==> src/rtl/btn_pkg.sv <==
// Shared types, defaults and sizing helper for the push-button conditioning front end.
package btn_pkg;

  localparam int DEF_SYNC_STAGES = 2;
  localparam int DEF_CNT_MAX     = 50000;
  localparam int DEF_HOLD_CYC    = 50000000;
  localparam int DEF_REPEAT_CYC  = 10000000;

  typedef struct packed {
    logic level;
    logic rise;
    logic fall;
  } btn_evt_t;

  typedef enum logic {
    RPT_HOLD,
    RPT_REPEAT
  } rpt_state_t;

  function automatic int cnt_w(input int max);
    return $clog2(max + 1);
  endfunction

endpackage

==> src/rtl/button_conditioner_if.sv <==
// Button bus between the raw board inputs and the conditioned level/pulse outputs.
interface button_conditioner_if #(
  parameter int N_BTN = 3
);
  logic [N_BTN-1:0] btn_i;
  logic [N_BTN-1:0] level_o;
  logic [N_BTN-1:0] rise_o;
  logic [N_BTN-1:0] fall_o;

  modport master (output btn_i, input level_o, input rise_o, input fall_o);
  modport slave  (input btn_i, output level_o, output rise_o, output fall_o);
endinterface

==> src/rtl/debounce_channel.sv <==
// One button channel: synchronizer, counter debounce filter, registered rise/fall pulses.
// Optional hold-to-repeat on rise is built only when AUTOREPEAT_EN is defined.
module debounce_channel
  import btn_pkg::*;
#(
  parameter int SYNC_STAGES = DEF_SYNC_STAGES,
  parameter int CNT_MAX     = DEF_CNT_MAX,
  parameter int HOLD_CYC    = DEF_HOLD_CYC,
  parameter int REPEAT_CYC  = DEF_REPEAT_CYC
) (
  input  logic     clk,
  input  logic     reset,
  input  logic     btn,
  output btn_evt_t evt
);

  localparam int CW = cnt_w(CNT_MAX);
  localparam logic [CW-1:0] CNT_LAST = CW'(CNT_MAX - 1);

  if (SYNC_STAGES < 2) begin : g_bad_sync
    $error("debounce_channel: SYNC_STAGES must be at least 2");
  end
  if (CNT_MAX < 1 || HOLD_CYC < 1 || REPEAT_CYC < 1) begin : g_bad_cnt
    $error("debounce_channel: CNT_MAX, HOLD_CYC and REPEAT_CYC must be at least 1");
  end

  logic [SYNC_STAGES-1:0] sync_q;
  logic [CW-1:0]          cnt_q;
  logic                   level_q;
  logic                   rise_q;
  logic                   fall_q;
  logic                   synced;
  logic                   differ;
  logic                   toggle;
  logic                   rpt_fire;

  assign synced = sync_q[SYNC_STAGES-1];
  assign differ = synced != level_q;
  // The counter only ever reaches CNT_LAST, because reaching it while still differing clears it.
  assign toggle = differ && (cnt_q == CNT_LAST);

`ifdef AUTOREPEAT_EN
  localparam int HW = cnt_w((HOLD_CYC > REPEAT_CYC) ? HOLD_CYC : REPEAT_CYC);
  localparam logic [HW-1:0] HOLD_LAST   = HW'(HOLD_CYC - 1);
  localparam logic [HW-1:0] REPEAT_LAST = HW'(REPEAT_CYC - 1);

  rpt_state_t    rpt_state_q, rpt_state_d;
  logic [HW-1:0] hold_q, hold_d;

  always_comb begin
    // NOTE: every combinational output gets a default first so no path can infer a latch.
    rpt_state_d = rpt_state_q;
    hold_d      = hold_q;
    rpt_fire    = 1'b0;
    if (!level_q || toggle) begin
      rpt_state_d = RPT_HOLD;
      hold_d      = '0;
    end else begin
      unique case (rpt_state_q)
        RPT_HOLD: begin
          if (hold_q == HOLD_LAST) begin
            rpt_fire    = 1'b1;
            hold_d      = '0;
            rpt_state_d = RPT_REPEAT;
          end else begin
            hold_d = hold_q + HW'(1);
          end
        end
        RPT_REPEAT: begin
          if (hold_q == REPEAT_LAST) begin
            rpt_fire = 1'b1;
            hold_d   = '0;
          end else begin
            hold_d = hold_q + HW'(1);
          end
        end
        default: begin
          rpt_state_d = RPT_HOLD;
          hold_d      = '0;
        end
      endcase
    end
  end

  always_ff @(posedge clk or posedge reset) begin
    if (reset) begin
      rpt_state_q <= RPT_HOLD;
      hold_q      <= '0;
    end else begin
      rpt_state_q <= rpt_state_d;
      hold_q      <= hold_d;
    end
  end
`else
  assign rpt_fire = 1'b0;
`endif

  always_ff @(posedge clk or posedge reset) begin
    if (reset) begin
      sync_q  <= '0;
      cnt_q   <= '0;
      level_q <= 1'b0;
      rise_q  <= 1'b0;
      fall_q  <= 1'b0;
    end else begin
      // NOTE: non-blocking assignments let every flop sample the pre-edge value, forming a true shift chain.
      sync_q <= {sync_q[SYNC_STAGES-2:0], btn};
      if (!differ || toggle) begin
        cnt_q <= '0;
      end else begin
        cnt_q <= cnt_q + CW'(1);
      end
      if (toggle) begin
        level_q <= ~level_q;
      end
      rise_q <= (toggle && !level_q) || rpt_fire;
      fall_q <= toggle && level_q;
    end
  end

  assign evt = '{level: level_q, rise: rise_q, fall: fall_q};

endmodule

==> src/rtl/button_conditioner.sv <==
// Conditions N_BTN raw push-buttons into debounced levels and single-cycle rise/fall pulses.
// Define AUTOREPEAT_EN to add hold-to-repeat rise pulses.
module button_conditioner
  import btn_pkg::*;
#(
  parameter int N_BTN       = 3,
  parameter int SYNC_STAGES = DEF_SYNC_STAGES,
  parameter int CNT_MAX     = DEF_CNT_MAX,
  parameter int HOLD_CYC    = DEF_HOLD_CYC,
  parameter int REPEAT_CYC  = DEF_REPEAT_CYC
) (
  input logic                 clk,
  input logic                 reset,
  button_conditioner_if.slave bus
);

  btn_evt_t         evt [N_BTN];
  logic [N_BTN-1:0] level;
  logic [N_BTN-1:0] rise;
  logic [N_BTN-1:0] fall;

  for (genvar i = 0; i < N_BTN; i++) begin : g_ch
    debounce_channel #(
      .SYNC_STAGES (SYNC_STAGES),
      .CNT_MAX     (CNT_MAX),
      .HOLD_CYC    (HOLD_CYC),
      .REPEAT_CYC  (REPEAT_CYC)
    ) u_ch (
      .clk   (clk),
      .reset (reset),
      .btn   (bus.btn_i[i]),
      .evt   (evt[i])
    );

    assign level[i] = evt[i].level;
    assign rise[i]  = evt[i].rise;
    assign fall[i]  = evt[i].fall;
  end

  assign bus.level_o = level;
  assign bus.rise_o  = rise;
  assign bus.fall_o  = fall;

endmodule
==> src/flat_wrapper.sv <==
// flat-port wrapper written by rule: the top's interface ports become plain ports
module button_conditioner_flat import btn_pkg::*;
#(
  parameter int N_BTN       = 3,
  parameter int SYNC_STAGES = DEF_SYNC_STAGES,
  parameter int CNT_MAX     = DEF_CNT_MAX,
  parameter int HOLD_CYC    = DEF_HOLD_CYC,
  parameter int REPEAT_CYC  = DEF_REPEAT_CYC
)
  (clk, reset, bus_btn_i, bus_level_o, bus_rise_o, bus_fall_o);
  button_conditioner_if #(.N_BTN(N_BTN)) bus_i ();
  input logic clk;
  input logic reset;
  input wire logic [$bits(bus_i.btn_i)-1:0] bus_btn_i;
  output wire logic [$bits(bus_i.level_o)-1:0] bus_level_o;
  output wire logic [$bits(bus_i.rise_o)-1:0] bus_rise_o;
  output wire logic [$bits(bus_i.fall_o)-1:0] bus_fall_o;
  assign bus_i.btn_i = bus_btn_i;
  assign bus_level_o = bus_i.level_o;
  assign bus_rise_o = bus_i.rise_o;
  assign bus_fall_o = bus_i.fall_o;
  button_conditioner #(.N_BTN(N_BTN), .SYNC_STAGES(SYNC_STAGES), .CNT_MAX(CNT_MAX), .HOLD_CYC(HOLD_CYC), .REPEAT_CYC(REPEAT_CYC)) u_core (.clk(clk), .reset(reset), .bus(bus_i));
endmodule
==> config.mk <==
export PLATFORM = sky130hd
export DESIGN_NAME = button_conditioner_flat
export DESIGN_NICKNAME = d
export VERILOG_FILES = /design/src/rtl/btn_pkg.sv /design/src/rtl/button_conditioner_if.sv /design/src/rtl/debounce_channel.sv /design/src/rtl/button_conditioner.sv /design/src/flat_wrapper.sv
export SDC_FILE = /design/constraint.sdc
export NUM_CORES = 1
export LEC_CHECK = 0
export BUFFER_PORTS_ARGS = -buffer_cell sky130_fd_sc_hd__buf_2
export CAP_MARGIN = 10
export CORE_MARGIN = 2
export CORE_UTILIZATION = 30
export CTS_BUF_LIST = sky130_fd_sc_hd__clkbuf_8
export CTS_CLUSTER_DIAMETER = 150
export DETAILED_ROUTE_END_ITERATION = 16
export GPL_TIMING_DRIVEN = 0
export SLEW_MARGIN = 40
export SYNTH_ARGS = -nofsm -noshare
export SYNTH_HDL_FRONTEND = slang
export SYNTH_SLANG_ARGS = --single-unit
==> constraint.sdc <==
create_clock -name clk -period 2.4 [get_ports clk]
set_input_delay 0.36 -clock clk [delete_from_list [all_inputs] [get_ports clk]]
set_output_delay 0.36 -clock clk [all_outputs]
set_load 0.05 [all_outputs]
==> flow_summary.ini, run 1 <==
[route]
drt-initial-drc-count = 46
drt.antenna.violating_nets = 0
vias = 1983
router_iterations_before_antenna_repair = 4
drc = 0
wirelength_um = 4940
post_drt_via_cell_ratio = 4.59
detail_route.wl_per_cell_um = 11.4

[placed_design]
place_congestion = 0.826
dpl.cell_count = 417
post-place-ws_ns = 0.458
detailedPlacementHpwl_um = 3390
place.port_buffers = 13

[power_and_ir_drop]
max-vdd-ir-drop_uv = 249
total_power_w = 0.00208
power.static_leakage_nw = 1.41
powerDensity_nw_per_um2 = 617

[grt]
overflow = 0
groute.usage.overall_pct = 11.1
first_global_vias = 1985
grt_antenna_before_repair = 0
grt_max_degree = 33
grt_first_pass_wirelength_um = 9140

[cts]
clock_latency_ns = 0.33
cts_repair_resize_count = 0
postCtsSetupRepairBufs = 0
cts_buffers = 9
clk_tree_root_cell = clkbuf_8
clk_transition_reported_paths_ns = 0.07
cts_tree = yes
numClockSinks = 63
cts_hold_buf = 0
max-clock-path-buffers = 2
htree_levels = 3

[finish]
area.growth.synth_to_final_pct = 15.3
number_of_nets_in_the_final_layout = 307
layout.cells.most_common = dfrtp_1
num_antenna_cells = 0
most-common-layout-cells = dfrtp_1 (63), nor2_1 (48), xnor2_1 (31)
final_layout_size_suffix_gt1_share_pct = 16.2
final-instance-count-excl-fill = 432

[logic_synthesis]
yosysWarnings = 0
synth_top_flop_cell = dfrtp_1
synth_edf_count = 0
mappedNetlistArea_um2 = 2920
syn-instance-count = 274
yosys_register_bits = 63
synth.net_count = 282
synth-seq-area-share_pct = 54.1
ys_async_sr_fraction_pct = 100
synth.avg_cell_area_um2 = 10.6
synth_cell_types = 29

[die]
core.rowCount = 35
boundaryPins = 14
fp.dieH_um = 103
core_area_um2 = 9330
die_area_um2 = 10500
die_w_um = 103
initial_util_pct = 31.3

[sta]
setup_tns_ns = 0
finalHoldViolCount = 0
max_slew.worst_pin.slew_ns = 0.394
final.setup.worst_slack_ns = 0.453
maxSlewHeadroom_pct = 73.5
final_min_period_over_clock_period_pct = 81.1
final-max-slew-violation-count = 0
final_count_of_negative_setup_slack_endpoints = 0
finalClockSkew_ns = 0.00610
max_clock_freq_mhz = 514
fin_hold_ws_ns = 0.0202
final_period_minus_worst_setup_slack_ns = 1.95
grt_setup_unrepaired = no

[run_status]
outcome = completed

[run]
maxCapViolCount = 0

[worst_setup_path]
reg2reg_setup_slack_ns = 0.45
timing.rr.end = u_core.g_ch[0].u_ch.cnt_q[7]
timing.critical_path.to_type = register
regToRegStartpoint = u_core.g_ch[0].u_ch.cnt_q[0]
cp_data_arrival_time_ns = 2.17
crit_type = register to register
crit_fanout = 10
worst_setup_path_start_kind = register
worst-endpoint-required_ns = 2.62
worstRegToRegCells = 6

[hold_path]
worst_hold_path_type = input port to async pin
-- layout make-up --
cell class / instances / area [um^2]
Clock inverter: 4 / 46.3
Multi-Input combinational cell: 190 / 1220
Buffer: 14 / 90.1
Clock buffer: 11 / 151
Inverter: 7 / 28.8
Timing Repair Buffer: 14 / 85.1
Tap cell: 129 / 161
Sequential cell: 63 / 1580
Fill cell: 932 / 5960
-- worst max path at each step --
stage                                 startpoint                            to  cells after the start
CTS                 u_core.g_ch[0].u_ch.cnt_q[0]  u_core.g_ch[0].u_ch.cnt_q[7]                      6
global placement                           reset  u_core.g_ch[1].u_ch.cnt_q[5]                      2
global route        u_core.g_ch[0].u_ch.cnt_q[0]  u_core.g_ch[0].u_ch.cnt_q[8]                      6
finish              u_core.g_ch[0].u_ch.cnt_q[0]  u_core.g_ch[0].u_ch.cnt_q[7]                      6
detailed placement  u_core.g_ch[0].u_ch.cnt_q[0]  u_core.g_ch[0].u_ch.cnt_q[7]                      6
floorplan                                  reset  u_core.g_ch[0].u_ch.cnt_q[0]                      1
-- synth_stat cells, types with 5 or more instances --
cell	instances	area share, %
nor2_1	48	6.2
nor3_1	11	1.9
xor2_1	12	3.6
nor4_1	9	1.9
and3_1	5	1.1
nor4bb_1	5	1.7
buf_4	9	2.3
nand2_1	13	1.7
xnor2_1	31	9.3
nor3b_1	6	1.5
nand4_1	13	2.8
dfrtp_1	63	54
nand3_1	13	2.2
inv_1	7	0.90
-- worst max-delay path, cell delays in order, from the launching register on --
cell	delay, ns
dfrtp_1	0.41
ha_1	0.22
nand3_1	0.23
nand4b_1	0.38
nand2_1	0.25
buf_2	0.26
nor2_1	0.08
-- report_power, final --
group / switching (W) / leakage, nW / internal [W]
Clock: 0.000388 / 0.103 / 0.000525
Sequential: 0.0000171 / 0.859 / 0.00108
Combinational: 0.0000447 / 0.448 / 0.0000216
Total: 0.000449 / 1.41 / 0.00163
-- cells by family (layout without fill, tap and decap cells) --
| group | after synthesis | count (layout) | share of synthesized area [%] |
|---|---|---|---|
| AO/OA/AOI/OAI | 4 | 4 | 0.858 |
| XOR/XNOR | 43 | 43 | 12.9 |
| adder cells (fa/ha/maj) | 3 | 3 | 1.29 |
| buffers and inverters | 21 | 50 | 3.99 |
| flip-flops | 63 | 63 | 54.1 |
| multiplexers | 3 | 3 | 1.16 |
| AND/OR/NAND/NOR | 137 | 137 | 25.7 |
-- metal layers --
metal  GRT usage [%]  vias up  wire length [um]
li1                -      989                 -
met1            14.1      955              2360
met2            17.1       30              2310
met3            3.73        9               200
met4            5.13        0                72
met5               0        -                 0
-- metrics by stage --
step | instance area (um^2) | utilization [%]
final | 3360 | 36.1
after global routing | 3360 | 36.1
after CTS | 3360 | 36.1
after detailed placement | 3170 | 33.9
after global placement | 3140 | 33.7
after floorplan | 2920 | -
-- sequential cells by signal, summed over array words and instances (netlist names) --
register                  cells
u_core.g_ch.u_ch.fall_q       3
u_core.g_ch.u_ch.level_q      3
u_core.g_ch.u_ch.rise_q       3
u_core.g_ch.u_ch.cnt_q       48
u_core.g_ch.u_ch.sync_q       6
Note: power is estimated with default switching activity, not from simulation.
==> run 2, diff against run 1 <==
==> constraint.sdc (replaced) <==
create_clock -name clk -period 1.6 [get_ports clk]
set_input_delay 0.24 -clock clk [delete_from_list [all_inputs] [get_ports clk]]
set_output_delay 0.24 -clock clk [all_outputs]
set_load 0.05 [all_outputs]
==> run 2 against run 1 <==
Compared with the run above: setup slack worse by 0.40 ns; first-iteration DRC count rose by 46%; clock power increased by 51%; clock skew rose by 0.0010 ns; utilization up 3.7 points; maximum frequency increased by 26%; sequential power up 51%; non-clock buffer count up 18; sequential share of layout area decreased by 3.9 points; global-route usage is 0.86 points higher; critical path type unchanged; largest power group unchanged; highest routed layer unchanged.
==> flow_summary.ini, run 2 (same netlist as run 1, synthesis figures left out) <==
[run_status]
outcome = completed

[placed_design]
placedInstanceArea_um2 = 3200
place_congestion = 0.859
place.port_buffers = 13
detailedPlacementHpwl_um = 3480
post-place-ws_ns = -0.377

[cts]
cts_buffers = 9
max-clock-path-buffers = 2
numClockSinks = 63
clk_transition_reported_paths_ns = 0.07
clk_tree_root_cell = clkbuf_8
htree_levels = 3
cts_tree = yes
clock_latency_ns = 0.34

[worst_setup_path]
regToRegStartpoint = u_core.g_ch[1].u_ch.cnt_q[4]
cp_data_arrival_time_ns = 1.81
worst-endpoint-required_ns = 1.87
crit_path_start = u_core.g_ch[1].u_ch.cnt_q[4]
crit_type = register to register
worst_setup_path_start_kind = register
crit_fanout = 8
timing.critical_path.to_type = register

[route]
post_drt_via_cell_ratio = 4.71
detail_route.wl_per_cell_um = 12.1
router_iterations_before_antenna_repair = 4
drc = 0
wirelength_um = 5470
drt-initial-drc-count = 67
drt.antenna.violating_nets = 0
vias = 2126

[grt]
grt_antenna_before_repair = 0
first_global_vias = 2059
grt_first_pass_wirelength_um = 9600
grt_max_degree = 24
groute.usage.overall_pct = 12.0
overflow = 0

[die]
core.rowCount = 35
die_area_um2 = 10500
initial_util_pct = 31.3
die_w_um = 103
core_area_um2 = 9330
fp.dieH_um = 103
boundaryPins = 14

[finish]
largestRegisters = u_core.g_ch.u_ch.cnt_q x48, u_core.g_ch.u_ch.sync_q x6
final_layout_size_suffix_gt1_share_pct = 29.5
most-common-layout-cells = nor2_1 (48), dfrtp_1 (48), xnor2_1 (31)
area.growth.synth_to_final_pct = 27.2
layout.cell_area.non_filler_um2 = 3710
finalCoreUtilization_pct = 39.8
num_antenna_cells = 0
number_of_nets_in_the_final_layout = 325
flip_flop_count_of_the_largest_register_all_copies_and_words_added = 48
n_fill_cell = 892
max_flop_register = u_core.g_ch.u_ch.cnt_q

[sta]
final.setup.worst_slack_ns = 0.0579
finalClockSkew_ns = 0.00711
max_clock_freq_mhz = 648
final_period_minus_worst_setup_slack_ns = 1.54
final_count_of_negative_setup_slack_endpoints = 0
finalHoldViolCount = 0
max_slew.worst_pin.slew_ns = 0.535
final-max-slew-violation-count = 0
setup_tns_ns = 0
maxSlewHeadroom_pct = 64.2
final_min_period_over_clock_period_pct = 96.4
grt_setup_unrepaired = yes

[run]
maxCapViolCount = 0

[hold_path]
worst_hold_path_type = register to register
timing.hold.worst.start = u_core.g_ch[1].u_ch.sync_q[0]

[power_and_ir_drop]
max-vdd-ir-drop_uv = 388
total_power_w = 0.00318
power.static_leakage_nw = 1.50
powerDensity_nw_per_um2 = 857
-- run 2: final cells by class --
| cell class | count | area [um^2] | share of cell area (%) |
|---|---|---|---|
| flip-flops and latches | 63 | 1600 | 43.0 |
| multi-input cells | 190 | 1360 | 36.6 |
| repair buffers | 34 | 273 | 7.35 |
| well taps | 129 | 161 | 4.35 |
| clock buffers | 10 | 138 | 3.71 |
| plain buffers | 12 | 93.8 | 2.53 |
| clock inverters | 6 | 61.3 | 1.65 |
| inverters | 7 | 30.0 | 0.809 |
-- run 2: through the flow --
stage / instances / hold WS (ns)
2_1_floorplan: 274 / 0.271
3_3_place_gp: 416 / 0.332
3_5_place_dp: 418 / 0.322
4_1_cts: 443 / 0.352
5_1_grt: 451 / 0.357
6_report: 451 / 0.350
-- run 2: power by group --
group          total (W)  switching, W  internal, W
Combinational   0.000141     0.0000749    0.0000666
Sequential       0.00166     0.0000364      0.00162
Clock            0.00138      0.000626     0.000756
Total            0.00318      0.000737      0.00244
-- run 2: worst paths after layout --
kind                       cells after the start  slack [ns]                             to
max                                            4        0.06  u_core.g_ch[1].u_ch.cnt_q[15]
min                                            0        0.35  u_core.g_ch[1].u_ch.sync_q[1]
max reg2reg                                    4        0.06  u_core.g_ch[1].u_ch.cnt_q[15]
min reg2reg                                    0        0.35  u_core.g_ch[1].u_ch.sync_q[1]
max in group asynchronous                      4        0.61   u_core.g_ch[0].u_ch.cnt_q[0]
min in group asynchronous                      3        0.50  u_core.g_ch[2].u_ch.cnt_q[12]
-- run 2: routing by layer --
layer  GRT usage, %  up-vias  part of all wire, %  wire length (um)
li1               -     1030                    -                 -
met1           14.3     1037                   46              2510
met2           18.6       44                   47              2570
met3           4.34       15                  4.2               231
met4           6.87        0                  2.9               157
met5              0        -                    0                 0
-- run 2: worst max-delay path, cell delays in order (launching register included) --
cell,delay (ns)
dfrtp_2,0.42
nand3_4,0.13
or2_4,0.29
or4_1,0.48
a21oi_1,0.15
-- run 2: repair_timing --
item / CTS / global route
endpoints found under the hold margin: 22 / 0
gates cloned: 0 / 0
setup endpoints to repair: 38 / 42
resized for setup: 13 / 28
pin swaps: 2 / 11
setup buffers: 5 / 10
hold buffers: 4 / 0
